<file path="src/rtl/bias_sweep_pkg.sv">
// Shared types and helpers for the bias mirror sweep sequencer.
package bias_sweep_pkg;

   typedef enum logic [2:0] {
      StIdle,
      StSettle,
      StSample,
      StStep,
      StDone
   } state_e;

   localparam int unsigned PARK_CODE_DEF = 1;
   localparam int unsigned MAX_CH        = 32;

   // Lowest set bit of mask strictly above idx; pass idx = -1 to get the lowest set bit.
   function automatic int next_set_bit(input logic [MAX_CH-1:0] mask, input int idx,
                                       output logic found);
      int res;
      res   = 0;
      found = 1'b0;
      for (int i = MAX_CH - 1; i >= 0; i--) begin
         if (mask[i] && (i > idx)) begin
            res   = i;
            found = 1'b1;
         end
      end
      return res;
   endfunction

endpackage

</file>
<file path="src/rtl/bias_dwell_cnt.sv">
// Settle-time down-counter: loadable, enable-gated, saturates at zero and flags it.
module bias_dwell_cnt #(
   parameter int unsigned W = 8
) (
   input  logic         clk,
   input  logic         rst_n,
   input  logic         en,
   input  logic         load,
   input  logic         dec,
   input  logic [W-1:0] load_val,
   output logic         zero
);

   logic [W-1:0] cnt_q;

   always_ff @(posedge clk or negedge rst_n) begin
      if (!rst_n) begin
         cnt_q <= '0;
      end else if (en) begin
         if (load) begin
            cnt_q <= load_val;
         end else if (dec && (cnt_q != '0)) begin
            cnt_q <= cnt_q - 1'b1;
         end
      end
   end

   assign zero = (cnt_q == '0);

endmodule

</file>
<file path="src/rtl/bias_sweep_ctrl.sv">
// Steps the PMOS mirror segment code of each selected channel across a programmable range,
// settling and handshaking with the measurement path at every point.
module bias_sweep_ctrl
   import bias_sweep_pkg::*;
#(
   parameter int unsigned CODE_W    = 4,
   parameter int unsigned N_CH      = 2,
   parameter int unsigned DWELL_W   = 8,
   parameter int unsigned PARK_CODE = PARK_CODE_DEF,
   localparam int unsigned CH_W     = (N_CH > 1) ? $clog2(N_CH) : 1
) (
   input  logic                     clk,
   input  logic                     rst_n,
   input  logic                     ena,
   input  logic                     start,
   input  logic                     abort,
   input  logic                     cont,
   input  logic [N_CH-1:0]          ch_mask,
   input  logic [CODE_W-1:0]        start_code,
   input  logic [CODE_W-1:0]        stop_code,
   input  logic [CODE_W-1:0]        step_code,
   input  logic [DWELL_W-1:0]       dwell,
   input  logic                     sample_ack,
   output logic [N_CH*CODE_W-1:0]   bias_code,
   output logic [CH_W-1:0]          ch_idx,
   output logic                     sample_req,
   output logic                     busy,
   output logic                     done,
   output logic                     err
);

   localparam logic [CODE_W-1:0] PARK = CODE_W'(PARK_CODE);

   state_e                 state_q;
   logic [N_CH-1:0]        mask_q;
   logic [CODE_W-1:0]      start_q, stop_q, step_q, code_q;
   logic [DWELL_W-1:0]     dwell_q;
   logic                   cont_q;
   logic [N_CH*CODE_W-1:0] bias_q;
   logic [CH_W-1:0]        ch_q;
   logic                   req_q, busy_q, done_q, err_q;

   logic                   idle_like;
   logic                   first_found, higher_found, wrap_found;
   logic [CH_W-1:0]        first_idx, higher_idx, wrap_idx;
   logic [CODE_W-1:0]      step_eff;
   logic [CODE_W:0]        next_code;
   logic                   stay_on_ch;
   logic                   cnt_load, cnt_dec, cnt_zero;
   logic [DWELL_W-1:0]     cnt_val;

   // A dwell of zero settles for one cycle, so the counter is loaded with dwell-1 floored at 0.
   function automatic logic [DWELL_W-1:0] dwell_m1(input logic [DWELL_W-1:0] d);
      return (d == '0) ? '0 : d - 1'b1;
   endfunction

   always_comb begin
      first_found  = 1'b0;
      higher_found = 1'b0;
      wrap_found   = 1'b0;
      idle_like    = (state_q == StIdle) || (state_q == StDone);
      first_idx    = CH_W'(next_set_bit(MAX_CH'(ch_mask), -1, first_found));
      higher_idx   = CH_W'(next_set_bit(MAX_CH'(mask_q), int'(ch_q), higher_found));
      wrap_idx     = CH_W'(next_set_bit(MAX_CH'(mask_q), -1, wrap_found));
      step_eff     = (step_q == '0) ? CODE_W'(1) : step_q;
      // Extra bit catches wrap past the top code.
      next_code    = {1'b0, code_q} + {1'b0, step_eff};
      stay_on_ch   = !next_code[CODE_W] && (next_code[CODE_W-1:0] <= stop_q);
      cnt_load     = !abort && ((idle_like && start && first_found) || (state_q == StStep));
      cnt_dec      = !abort && (state_q == StSettle);
      cnt_val      = idle_like ? dwell_m1(dwell) : dwell_m1(dwell_q);
   end

   bias_dwell_cnt #(
      .W (DWELL_W)
   ) u_dwell_cnt (
      .clk      (clk),
      .rst_n    (rst_n),
      .en       (ena),
      .load     (cnt_load),
      .dec      (cnt_dec),
      .load_val (cnt_val),
      .zero     (cnt_zero)
   );

   always_ff @(posedge clk or negedge rst_n) begin
      if (!rst_n) begin
         state_q <= StIdle;
         mask_q  <= '0;
         start_q <= '0;
         stop_q  <= '0;
         step_q  <= '0;
         dwell_q <= '0;
         cont_q  <= 1'b0;
         code_q  <= '0;
         bias_q  <= {N_CH{PARK}};
         ch_q    <= '0;
         req_q   <= 1'b0;
         busy_q  <= 1'b0;
         done_q  <= 1'b0;
         err_q   <= 1'b0;
      end else if (ena) begin
         done_q <= 1'b0;
         if (abort) begin
            state_q <= StIdle;
            bias_q  <= {N_CH{PARK}};
            req_q   <= 1'b0;
            busy_q  <= 1'b0;
         end else begin
            unique case (state_q)
               StIdle, StDone: begin
                  if (start) begin
                     if (!first_found) begin
                        err_q   <= 1'b1;
                        done_q  <= 1'b1;
                        state_q <= StIdle;
                     end else begin
                        mask_q  <= ch_mask;
                        start_q <= start_code;
                        stop_q  <= stop_code;
                        step_q  <= step_code;
                        dwell_q <= dwell;
                        cont_q  <= cont;
                        err_q   <= 1'b0;
                        ch_q    <= first_idx;
                        code_q  <= start_code;
                        bias_q[first_idx*CODE_W +: CODE_W] <= start_code;
                        busy_q  <= 1'b1;
                        state_q <= StSettle;
                     end
                  end
               end
               StSettle: begin
                  if (cnt_zero) begin
                     req_q   <= 1'b1;
                     state_q <= StSample;
                  end
               end
               StSample: begin
                  if (sample_ack) begin
                     req_q   <= 1'b0;
                     state_q <= StStep;
                  end
               end
               StStep: begin
                  if (stay_on_ch) begin
                     code_q  <= next_code[CODE_W-1:0];
                     bias_q[ch_q*CODE_W +: CODE_W] <= next_code[CODE_W-1:0];
                     state_q <= StSettle;
                  end else begin
                     // Park first; a later write to the same slice (wrap onto itself) wins.
                     bias_q[ch_q*CODE_W +: CODE_W] <= PARK;
                     if (higher_found) begin
                        ch_q    <= higher_idx;
                        code_q  <= start_q;
                        bias_q[higher_idx*CODE_W +: CODE_W] <= start_q;
                        state_q <= StSettle;
                     end else if (cont_q && wrap_found) begin
                        ch_q    <= wrap_idx;
                        code_q  <= start_q;
                        bias_q[wrap_idx*CODE_W +: CODE_W] <= start_q;
                        state_q <= StSettle;
                     end else begin
                        busy_q  <= 1'b0;
                        done_q  <= 1'b1;
                        state_q <= StDone;
                     end
                  end
               end
               default: state_q <= StIdle;
            endcase
         end
      end
   end

   assign bias_code  = bias_q;
   assign ch_idx     = ch_q;
   assign sample_req = req_q;
   assign busy       = busy_q;
   assign done       = done_q;
   assign err        = err_q;

endmodule

</file>
<file path="config.mk">
export PLATFORM = sky130hd
export DESIGN_NAME = bias_sweep_ctrl
export DESIGN_NICKNAME = d
export VERILOG_FILES = /design/src/rtl/bias_sweep_pkg.sv /design/src/rtl/bias_dwell_cnt.sv /design/src/rtl/bias_sweep_ctrl.sv
export SDC_FILE = /design/constraint.sdc
export NUM_CORES = 1
export LEC_CHECK = 0
export CORE_UTILIZATION = 35
export DETAILED_ROUTE_END_ITERATION = 12
export DONT_BUFFER_PORTS = 1
export PLACE_DENSITY_LB_ADDON = 0.08
export SLEW_MARGIN = 5
export SYNTH_ARGS = -nofsm -noshare
export SYNTH_HDL_FRONTEND = slang
export SYNTH_SLANG_ARGS = --single-unit
</file>
<file path="constraint.sdc">
create_clock -name clk -period 6 [get_ports clk]
set_clock_uncertainty 0.05 [all_clocks]
set_input_delay 1.2 -clock clk [delete_from_list [all_inputs] [get_ports clk]]
set_output_delay 1.2 -clock clk [all_outputs]
set_load 0.02 [all_outputs]
</file>
==> Word-level counts from Yosys, hierarchy flattened <==
Cells that the tools add are included.
{ "classes": {"n_addsub": 8, "mul": 0, "div": 0, "magnitude_cmp": 2, "eq_ne": 16, "shifts": 9, "muxes": 67, "bitwise": 1, "n_reduce_logical": 32} }
{ "op_table": {"columns": ["cell", "n"], "rows": [
  ["$neg A3 Y34", 4],
  ["$shift A4 B34 Y8 const A", 4],
  ["$shiftx A4 B34 Y8", 4],
  ["$mux W8", 11],
  ["$bwmux W8", 5],
  ["$shiftx A4 B34 Y8 const A", 1],
  ["$mux W1", 31],
  ["$logic_not A8 Y1", 3],
  ["$mux W4", 6],
  ["$sub A8 B1 Y8 const B", 3],
  ["$mux W3", 7],
  ["$ne A3 B3 Y1 const B", 7],
  ["$pmux W8 S2", 1],
  ["$reduce_and A4 Y1", 4],
  ["$reduce_and A7 Y1", 2],
  ["$pmux W3 S4", 1],
  ["$logic_and A1 B1 Y1", 8],
  ["$pmux W1 S2", 4],
  ["$pmux W4 S2", 1],
  ["$reduce_bool A8 Y1", 1],
  ["$eq A3 B2 Y1 const B", 2],
  ["$ne A2 B2 Y1 const B", 3],
  ["$reduce_and A6 Y1", 1],
  ["$reduce_bool A3 Y1", 2],
  ["other kinds (16)", 19]
]} }
{ "totals": {"ff_bits": 51, "latchBits": 0, "ramBits": 0, "rom_bits": 0, "elab_cells": 150, "mem_count": 0} }

==> Depth between registers and ports, before layout <==
{ "logic_depth": {"word_depth": 10, "ltp_mapped": 14} }

==> Modules after synthesis <==
From an unflattened synthesis, not the netlist that was laid out.
{ "hier_totals": {"cells_unflattened": 389, "area_unflattened_um2": 3510.9} }
{ "modules_own_cells": {"columns": ["mod", "n_inst", "cells_per_inst", "area_each_um2"], "rows": [
  ["bias_sweep_ctrl", 1, 321, 2891.5],
  ["bias_dwell_cnt", 1, 68, 619.3]
]} }

==> Least setup slack after synthesis <==
No wires, ideal clock.
{ "synth_timing": {"path_type": "flip-flop to flip-flop", "from": "register step_q[1]", "to": "register code_q[0]", "setup_ps": 125, "arrival_time_ps": 2934, "setup_slack_ps": 2892, "stages_incl_launch_ff": 14, "path_buffers": 0, "period_less_slack_ps": 3108, "cell_sequence": "dfrtp_1 nor3_1 or2_2 ha_1 inv_1 fa_1 inv_1 ha_1 nor2b_1 o211ai_1 a21boi_2 o21ai_0 o21ai_2 mux2_2"} }
{ "synth_via": {"elab_chain_cells": 7, "word_cells_on_any_way": 10, "classes_between": "add/sub: 1; order compare: 1; eq/ne: 1; mux: 3; reduce/logical: 4"} }
{ "synth_rtl": {"columns": ["element", "line", "text"], "rows": [
  ["start, declared", "bias_sweep_ctrl.sv:36", "logic [CODE_W-1:0] start_q, stop_q, step_q, code_q;"],
  ["start signal, assigned", "bias_sweep_ctrl.sv:121", "step_q <= step_code;"],
  ["$logic_not A4 Y1", "bias_sweep_ctrl.sv:65", "step_eff = (step_q == '0) ? CODE_W'(1) : step_q;"],
  ["$mux W4 (*)", "bias_sweep_ctrl.sv:65", null],
  ["$add A4 B4 Y5 (*)", "bias_sweep_ctrl.sv:67", "next_code = {1'b0, code_q} + {1'b0, step_eff};"],
  ["$le A4 B4 Y1 or $logic_not A1 Y1 (tied branches)", "bias_sweep_ctrl.sv:68", "stay_on_ch = !next_code[CODE_W] && (next_code[CODE_W-1:0] <= stop_q);"],
  ["$logic_and A1 B1 Y1", "bias_sweep_ctrl.sv:68", null],
  ["$ne A4 B3 Y1 (no source line) or $mux W4 (tied branches)", null, null],
  ["$reduce_and A6 Y1 (no source line) or $pmux W4 S2 (tied branches)", null, null],
  ["end signal, assigned", "bias_sweep_ctrl.sv:126", "code_q <= start_code;"],
  ["end signal, assigned", "bias_sweep_ctrl.sv:147", "code_q <= next_code[CODE_W-1:0];"],
  ["end signal, assigned", "bias_sweep_ctrl.sv:155", "code_q <= start_q;"],
  ["end, declared", "bias_sweep_ctrl.sv:36", null]
]} }
Every way passes the cells marked *; elsewhere a longest branch is shown, timed or not.
A chain may end at the register's enable or synchronous reset.

==> Worst setup path after layout <==
Ends and elaborated chain as after synthesis.

==> results.cfg <==
[run_status]
status = complete, no violations

[sta]
setup_tns_ns = 0
fmax_mhz = 283
layout_setup_ws_ns = 2.46
relSlewSlack_pct = 44.3
drv_slew = 0
grt_setup_unrepaired = false
final.min_clock_period_ns = 3.54
post-route-period-util_pct = 59.0
setup_viol = 0
hold_viol = 0
worst_slew_pin_slew_ns = 0.833

[cts]
cts_root_buf = clkbuf_8
clkSlewWorstSetupHoldPaths_ns = 0.10
clock_path_buffers = 2
cts_tree = done
clkLatencyLatePin_ns = 0.31
postCtsSetupBuffers = 0
cts_resized = 0
hold_buffers = 0
cts_num_sinks = 51
cts_made_buffers = 5
ctsHtreeMaxLevel = 2

[pwr]
total_power_mw = 2.35
total_leakage_power_nw = 1.48
powerDensity_nw_per_um2 = 631
vdd_drop_max_uv = 411

[final_layout]
fill_cells = 1043
final_common_cell = dfrtp_1
area_delta_synth_final_pct = 6.41
drive_gt1_share_pct = 12.7
nets = 420
antenna_cells = 0
register_area_um2 = 1280
multiInputGateArea_um2 = 2050
layout_common_cells = 49 x dfrtp_1, 38 x nand2_1, 32 x o21ai_0, 26 x nor2_1, 25 x inv_1

[logic_synthesis]
syn_inst = 387
synthFlopType = dfrtp_1
synth_cell_types = 74
avgSynthCellArea_um2 = 9.03
async_reset_ff_share_pct = 100
ys_warn_count = 0
syn_area_um2 = 3490
synthesis.nets = 429
yosysTopAreaCellShare_pct = 35.1
yosysTopAreaCell = dfrtp_1
synth_area_leaders = dfrtp_1 35%, mux2_2 5.2%, o21ai_0 4.6%
ys_ff_latch = 51
synth_seq_area_share_pct = 36.6
synth_edf_count = 0

[worst_setup_path]
cp-end-kind = flop
crit_fanout = 10
start_kind = flop
cp.required_ns = 6.15
worstSetupPathType = reg2reg
crit_arrival_ns = 3.69

[floorplan]
coreArea_um2 = 9730
initial_core_util_pct = 35.9
ios = 42
rows = 36
die-width_um = 102
die_h_um = 102
die_area_um2 = 10400

[placement]
routabilityCongestion = 0.847
hpwl_mm = 7.25
dp_slack_ns = 2.46
io_buffer_count = 0

[worst_hold_path]
hp-class = reg2reg

[detailed_routing]
drt-initial-drc-count = 121
via_per_inst = 5.75
routed-via-count = 2945
drtAntennaViolNets = 0
routedWlPerCell_um = 19.0
routed_wl_mm = 9.73
drc = 0
dr.pass1.iters = 4

[global_route]
antenna_found_initial = 0
grt_pass1_vias = 3018
grt.total_usage_pct = 20.6
grt_pass1_wl_mm = 16.3
overflow = 0
grt_max_degree = 52

[run]
cap_viol_max_count = 0
[flip-flops by register name, indices dropped and copies added, names as in the netlist, 2 cells and up]
name               cells
u_dwell_cnt.cnt_q      8
bias_code              8
state_q                3
code_q                 4
mask_q                 2
step_q                 4
stop_q                 4
start_q                4
dwell_q                8
[cell families (layout without fill, tap and decap cells)]
kind of cell    count (synthesis)  after routing  share of synthesized area [%]
flops                          51             51                           36.6
compound gates                124            124                           24.3
fa+ha+maj                      13             13                           4.87
xor+xnor                       10             10                           2.51
simple gates                  121            121                           19.1
buf+inv                        43             35                           4.91
mux                            25             25                           7.74
[through the flow]
step           std cells  cell area (µm²)  hold slack [ns]  utilization, %
2_1_floorplan        387             3490            0.389               -
3_3_place_gp         504             3600            0.408            37.0
3_5_place_dp         504             3600            0.416            37.0
4_1_cts              512             3720            0.430            38.2
5_1_grt              512             3720            0.458            38.2
6_report             512             3720            0.440            38.2
[per-layer routing]
layer | GRT usage (%) | wire, µm
met1 | 28.1 | 4450
met5 | 0 | 0
met4 | 3.74 | 102
met2 | 33.9 | 4640
met3 | 4.45 | 542
[area by class of cell]
cell class	count	share of cell area (%)
Tap cell	133	4.48
Inverter	26	2.63
Clock buffer	6	2.22
Multi-Input combinational cell	293	55.1
Clock inverter	2	0.942
Timing Repair Buffer	1	0.202
Sequential cell	51	34.4
[final timing paths]
check / startpoint / end / slack [ns] / cells after the start
max: step_q[1]$_DFFE_PN0P_ / code_q[0]$_DFFE_PN0P_ / 2.46 / 13
min: u_dwell_cnt.cnt_q[0]$_DFFE_PN0P_ / u_dwell_cnt.cnt_q[0]$_DFFE_PN0P_ / 0.44 / 1
max reg2reg: step_q[1]$_DFFE_PN0P_ / code_q[0]$_DFFE_PN0P_ / 2.46 / 13
min reg2reg: u_dwell_cnt.cnt_q[0]$_DFFE_PN0P_ / u_dwell_cnt.cnt_q[0]$_DFFE_PN0P_ / 0.44 / 1
max in group asynchronous: rst_n / bias_code[0]$_DFFE_PN1P_ / 5.19 / 0
min in group asynchronous: rst_n / u_dwell_cnt.cnt_q[5]$_DFFE_PN0P_ / 0.52 / 0
[worst max-delay path: stages (launching register included)]
cell and delay [ns]:
dfrtp_1 0.41, nor3_1 0.17, or2_2 0.13, ha_1 0.15
inv_1 0.05, fa_1 0.57, inv_1 0.07, ha_1 0.29
nor2b_1 0.13, o211ai_1 0.14, a21boi_2 0.40, o21ai_0 0.23
o21ai_2 0.28, mux2_2 0.37
[report_power, final]
group / internal (mW) / switching [mW]
registers: 0.505 / 0.246
logic: 0.537 / 0.799
clock network: 0.135 / 0.125
total: 1.18 / 1.17
[synth_stat cells, types with 3 or more instances]
cell,n
xor2_1,4
nor4_1,3
o21a_1,4
nand2b_1,5
nand4_1,3
nor2_1,26
o221ai_1,3
a21oi_1,17
mux2_2,16
inv_1,25
ha_1,12
o22ai_1,9
mux2i_1,9
dfrtp_1,49
o21ai_0,32
nand3b_1,3
clkbuf_1,13
o31ai_1,6
nand3_1,10
nor3_1,5
nand2_1,38
a32oi_1,6
xnor2_1,6
o211ai_1,3
a31oi_1,8
No activity file was read; power rests on OpenSTA's default activity.
